`config.mk`:
```
export PLATFORM = sky130hd
export DESIGN_NAME = muldiv_unit
export DESIGN_NICKNAME = d
export VERILOG_FILES = /design/src/rtl/muldiv_unit.sv
export SDC_FILE = /design/constraint.sdc
export NUM_CORES = 1
export LEC_CHECK = 0
export ABC_AREA = 1
export ABC_CLOCK_PERIOD_IN_PS = 3580
export CORE_UTILIZATION = 40
export DETAILED_ROUTE_END_ITERATION = 8
export PLACE_DENSITY_LB_ADDON = 0.08
export REMOVE_ABC_BUFFERS = 1
export SYNTH_ARGS = -nofsm -noshare
export SYNTH_HDL_FRONTEND = slang
export SYNTH_SLANG_ARGS = --single-unit
```
`constraint.sdc`:
```
create_clock -name clk -period 3.58 [get_ports clk]
set_clock_uncertainty 0.05 [all_clocks]
set_input_delay 0.716 -clock clk [delete_from_list [all_inputs] [get_ports clk]]
set_output_delay 0.716 -clock clk [all_outputs]
set_load 0.005 [all_outputs]
```
`src/rtl/muldiv_unit.sv`:
```
// Iterative RV32M multiply/divide unit: shift-add multiply and restoring divide,
// one bit per cycle, fixed 33-cycle start-to-done latency for every op.
module muldiv_unit #(
    parameter int unsigned XLEN = 32,
    parameter int unsigned ITER = 32
) (
    input  logic            clk,
    input  logic            reset,
    input  logic            start,
    input  logic [2:0]      op,
    input  logic [XLEN-1:0] a,
    input  logic [XLEN-1:0] b,
    input  logic            flush,
    output logic            ready,
    output logic            busy,
    output logic            done,
    output logic [XLEN-1:0] result
);

    localparam int unsigned CNT_W = $clog2(ITER);
    localparam int unsigned DW    = 2 * XLEN;

    localparam logic [1:0] S_IDLE = 2'd0;
    localparam logic [1:0] S_CALC = 2'd1;
    localparam logic [1:0] S_DONE = 2'd2;

    logic [1:0]       state_q, state_d;
    logic [CNT_W-1:0] cnt_q, cnt_d;
    logic [2:0]       op_q, op_d;
    logic [XLEN-1:0]  hi_q, hi_d;
    logic [XLEN-1:0]  lo_q, lo_d;
    logic [XLEN-1:0]  opnd_q, opnd_d;
    logic             neg_q, neg_d;
    logic [XLEN-1:0]  result_q, result_d;
    logic             ready_q, busy_q, done_q;

    // Operand pre-processing: signedness per funct3, then magnitudes
    logic            a_sgn_c, b_sgn_c, a_neg_c, b_neg_c;
    logic [XLEN-1:0] mag_a_c, mag_b_c;

    assign a_sgn_c = (op == 3'b000) || (op == 3'b001) || (op == 3'b010) ||
                     (op == 3'b100) || (op == 3'b110);
    assign b_sgn_c = (op == 3'b000) || (op == 3'b001) ||
                     (op == 3'b100) || (op == 3'b110);
    assign a_neg_c = a_sgn_c && a[XLEN-1];
    assign b_neg_c = b_sgn_c && b[XLEN-1];
    assign mag_a_c = a_neg_c ? (XLEN'(0) - a) : a;
    assign mag_b_c = b_neg_c ? (XLEN'(0) - b) : b;

    // One iteration: hi/lo hold {partial product, multiplier} or {remainder, dividend/quotient}
    logic            is_div_c;
    logic [XLEN:0]   mul_sum_c;
    logic [XLEN:0]   div_shift_c;
    logic            div_ok_c;
    logic [XLEN-1:0] div_sub_c;
    logic [XLEN-1:0] hi_it_c, lo_it_c;

    assign is_div_c    = op_q[2];
    assign mul_sum_c   = {1'b0, hi_q} + (lo_q[0] ? {1'b0, opnd_q} : (XLEN+1)'(0));
    assign div_shift_c = {hi_q, lo_q[XLEN-1]};
    assign div_ok_c    = (div_shift_c >= {1'b0, opnd_q});
    assign div_sub_c   = div_shift_c[XLEN-1:0] - opnd_q;
    assign hi_it_c     = is_div_c ? (div_ok_c ? div_sub_c : div_shift_c[XLEN-1:0])
                                  : mul_sum_c[XLEN:1];
    assign lo_it_c     = is_div_c ? {lo_q[XLEN-2:0], div_ok_c}
                                  : {mul_sum_c[0], lo_q[XLEN-1:1]};

    // Sign fix-up of the final product / quotient / remainder
    logic [DW-1:0]   prod_c, prod_s_c;
    logic [XLEN-1:0] quot_s_c, rem_s_c, final_c;

    assign prod_c   = {hi_it_c, lo_it_c};
    assign prod_s_c = neg_q ? (DW'(0) - prod_c) : prod_c;
    assign quot_s_c = neg_q ? (XLEN'(0) - lo_it_c) : lo_it_c;
    assign rem_s_c  = neg_q ? (XLEN'(0) - hi_it_c) : hi_it_c;

    always_comb begin
        final_c = prod_s_c[XLEN-1:0];
        case (op_q)
            3'b000:                 final_c = prod_s_c[XLEN-1:0];
            3'b001, 3'b010, 3'b011: final_c = prod_s_c[DW-1:XLEN];
            3'b100, 3'b101:         final_c = quot_s_c;
            default:                final_c = rem_s_c;
        endcase
    end

    // Next-state and datapath update
    always_comb begin
        logic accept;
        state_d  = state_q;
        cnt_d    = cnt_q;
        op_d     = op_q;
        hi_d     = hi_q;
        lo_d     = lo_q;
        opnd_d   = opnd_q;
        neg_d    = neg_q;
        result_d = result_q;
        accept   = 1'b0;

        case (state_q)
            S_IDLE: begin
                accept = start && !flush;
            end
            S_CALC: begin
                if (flush) begin
                    state_d = S_IDLE;
                end else begin
                    hi_d  = hi_it_c;
                    lo_d  = lo_it_c;
                    cnt_d = cnt_q + CNT_W'(1);
                    if (cnt_q == CNT_W'(ITER - 1)) begin
                        state_d  = S_DONE;
                        result_d = final_c;
                    end
                end
            end
            S_DONE: begin
                accept  = start && !flush;
                state_d = S_IDLE;
            end
            default: state_d = S_IDLE;
        endcase

        if (accept) begin
            state_d = S_CALC;
            cnt_d   = '0;
            op_d    = op;
            hi_d    = '0;
            if (op[2]) begin
                lo_d   = mag_a_c;
                opnd_d = mag_b_c;
                // Quotient of a divide-by-zero stays all-ones; remainder follows the dividend
                neg_d  = op[1] ? a_neg_c : ((a_neg_c ^ b_neg_c) && (b != '0));
            end else begin
                lo_d   = mag_b_c;
                opnd_d = mag_a_c;
                neg_d  = a_neg_c ^ b_neg_c;
            end
        end
    end

    always_ff @(posedge clk) begin
        if (reset) begin
            state_q  <= S_IDLE;
            cnt_q    <= '0;
            op_q     <= '0;
            hi_q     <= '0;
            lo_q     <= '0;
            opnd_q   <= '0;
            neg_q    <= 1'b0;
            result_q <= '0;
            ready_q  <= 1'b1;
            busy_q   <= 1'b0;
            done_q   <= 1'b0;
        end else begin
            state_q  <= state_d;
            cnt_q    <= cnt_d;
            op_q     <= op_d;
            hi_q     <= hi_d;
            lo_q     <= lo_d;
            opnd_q   <= opnd_d;
            neg_q    <= neg_d;
            result_q <= result_d;
            ready_q  <= (state_d != S_CALC);
            busy_q   <= (state_d == S_CALC);
            done_q   <= (state_d == S_DONE);
        end
    end

    assign ready  = ready_q;
    assign busy   = busy_q;
    assign done   = done_q;
    assign result = result_q;

endmodule

```
==> metrics <==
dpl cell area 22200 sq um; CTS tree done; Hold Crit Class reg -> reg; fraction of layout cells with a size suffix above 1 29.6%; # nets final 3785; Worst Path Required 3870 ps; die area 43000 sq um; commonest cells in the netlist 864 x nand2_1, 485 x inv_1, 290 x nor2_1; Pwr Total 0.00848 W; met3 global-route usage 6.67%; switching portion of total power 44.9%; post-route ant nets 0; Rows 74; met2 GRT Util 61.8%; area leader, netlist nand2_1; Slew Viols, Final 0; part of the Yosys area used for sequential elements 16.9%; Tmin final 3730 ps; placed cells 4105; share of power burned in registers 20.4%; Vias 22950; DRT Wirelength 86.9 mm; Vias/cell 5.48; most frequent cell after synthesis nand2_1; Non-Filler Instances 4189; status complete, but fails checks; logic gate share of total power 56.1%; P_leak 12.8 nW; Async SR Flop Fraction 0%; VDD IR max 0.000324 V; largest net degree at the start of global routing 83; Worst path most repeated cell nand2_2; Die W 207 um; vias in the first global route 21555; library cells used by synthesis 56; Yosys warning total 0; core area 41200 sq um; Hold-fix buffers, CTS 0; cells taking the most area after synthesis nand2_1 19%, dfxtp_1 17%, inv_1 11%; setup ws final -154 ps; root buffer cell clkbuf_16; starting DRC count in detailed routing 2371; GRT met1 Usage 50.3%; PwrDens 341 nW/um^2; first-pass GRT wire length 128 mm; setup violators final 17; critical path's largest stage delay 340 ps; GPL Wtd Cong 1.07; Avg Cell Area, Syn 5.55 sq um; ys flop type dfxtp_1; internal power 0.00468 W; Worst Setup Path Type reg -> reg; Clock Latency Late Sink 480 ps; initial antenna violation count 2; Clock power frac 23.5%; num ports 106; clock slew seen by the registers of the worst setup and hold paths 70 ps; Fin. Hold Viols 0; Pre-antenna DRT Iters 8; Initial Utilization 40.9%; EDFF count, synth 0; H-tree Lvls 4; Clock Tree Buf Depth 2; flops & latches, synth 142; normalized max-slew margin 34.0%; total track usage 39.4%; layer with the highest usage met2; violated checks setup timing; Synth top area share 19.2%; DIE HEIGHT 207 um; hpwl dp 69.9 mm; crit path max fanout 3; DR WL/cell 20.8 um; CTS Buf Count 17; Slew @ Worst Pin 990 ps; Area growth, synth to finish 47.6%; drc violations 0; post-route cell area 24900 sq um; crit end category flip-flop; CP Data Arrival Time 4020 ps; Max Cap Viol 0; Max Freq 268 MHz; Buffers on Ports 105; Post-Syn Area 16900 sq um; grt ovf 0; Synth Instances 3036; crit start category flip-flop; CP max stage cell dfxtp_2; P_sw 0.00381 W; period utilization 104%; RSZ-0062 raised after global routing yes; clk sinks 142
-- cell type report --
cell class	instances	area [sq um]
fillers	4098	16300
multi-input cells	2277	13200
repair buffers	692	5600
flip-flops and latches	142	2910
inverters	512	1930
well taps	532	666
clock buffers	18	439
clock inverters	13	178
diodes	3	7.51
-- layout by cell type, fill, tap and decap left out, types with 39 or more instances in the layout --
master           count
dfxtp_2             41
nand3_1            209
dfxtp_1             98
inv_2               46
a21oi_1            149
buf_4              568
xor2_1              60
inv_1              456
nand2_1            777
clkdlybuf4s50_1    104
nand3_2             39
nand2_2             96
nor2_2              45
o21ai_0            158
nor2_1             248
-- worst max-delay path: cells and delay by family, from the launching register on --
kind / cells / cell delay (ps)
AO/OA/AOI/OAI: 5 / 650
buffers and inverters: 4 / 340
AND/OR/NAND/NOR: 18 / 1760
flip-flops: 1 / 340
adder cells (fa/ha/maj): 2 / 440
-- sequential cells by signal, indices dropped and copies added, names as in the netlist --
name	count
ready	1
lo_q	32
neg_q	1
done	1
opnd_q	32
hi_q	32
result	32
cnt_q	5
busy	1
state_q	2
op_q	3
-- power groups by stage --
stage | Sequential (W) | Clock [W] | Combinational (W)
floorplan | 0.00176 | 0 | 0.00210
CTS | 0.00172 | 0.00199 | 0.00435
global route | 0.00173 | 0.00206 | 0.00508
detailed placement | 0.00175 | 0 | 0.00414
finish | 0.00173 | 0.00199 | 0.00476
global placement | 0.00175 | 0 | 0.00412
-- through the flow --
stage                     hold slack [ps]  setup slack, ps  setup TNS, ps  util (%)
after floorplan                       379            -1610         -81130         -
after global placement                393             -379          -9580      54.0
after detailed placement              403             -464         -11240      54.0
after CTS                             415             -186          -1580      57.5
after global routing                  437             -352          -6880      60.4
final                                 413             -154          -1390      60.4
-- worst paths after layout --
path                      startpoint                      end  depth (start not counted)  slack (ps)
max           opnd_q[4]$_SDFFE_PP0P_  result[10]$_SDFFE_PP0P_                         29        -150
min          result[28]$_SDFFE_PP0P_  result[28]$_SDFFE_PP0P_                          2         410
max reg2reg   opnd_q[4]$_SDFFE_PP0P_  result[10]$_SDFFE_PP0P_                         29        -150
min reg2reg  result[28]$_SDFFE_PP0P_  result[28]$_SDFFE_PP0P_                          2         410
-- layer usage --
metal / part of all wire (%) / up-vias / routed length, um
li1: - / 10947 / -
met5: 0 / - / 0
met4: 6.5 / 0 / 5630
met1: 42 / 10636 / 36100
met2: 44 / 1124 / 37900
met3: 8.4 / 243 / 7290
-- kinds of logic (layout without fill, tap and decap cells) --
family | Yosys count | after routing | synth area share (%)
AND/OR/NAND/NOR | 1596 | 1597 | 41.1
flip-flops | 142 | 142 | 16.9
XOR/XNOR | 91 | 91 | 4.73
other | 0 | 3 | 0
AO/OA/AOI/OAI | 517 | 517 | 17.6
adder cells (fa/ha/maj) | 72 | 72 | 5.43
buffers and inverters | 618 | 1235 | 14.3
-- repair_timing --
| item | in CTS | in global routing |
|---|---|---|
| setup buffers | 16 | 33 |
| resized for setup | 167 | 262 |
| setup endpoints to repair | 29 | 43 |
| gates cloned | 1 | 0 |
| pin swaps | 30 | 66 |
(Power assumes the default switching activity.)
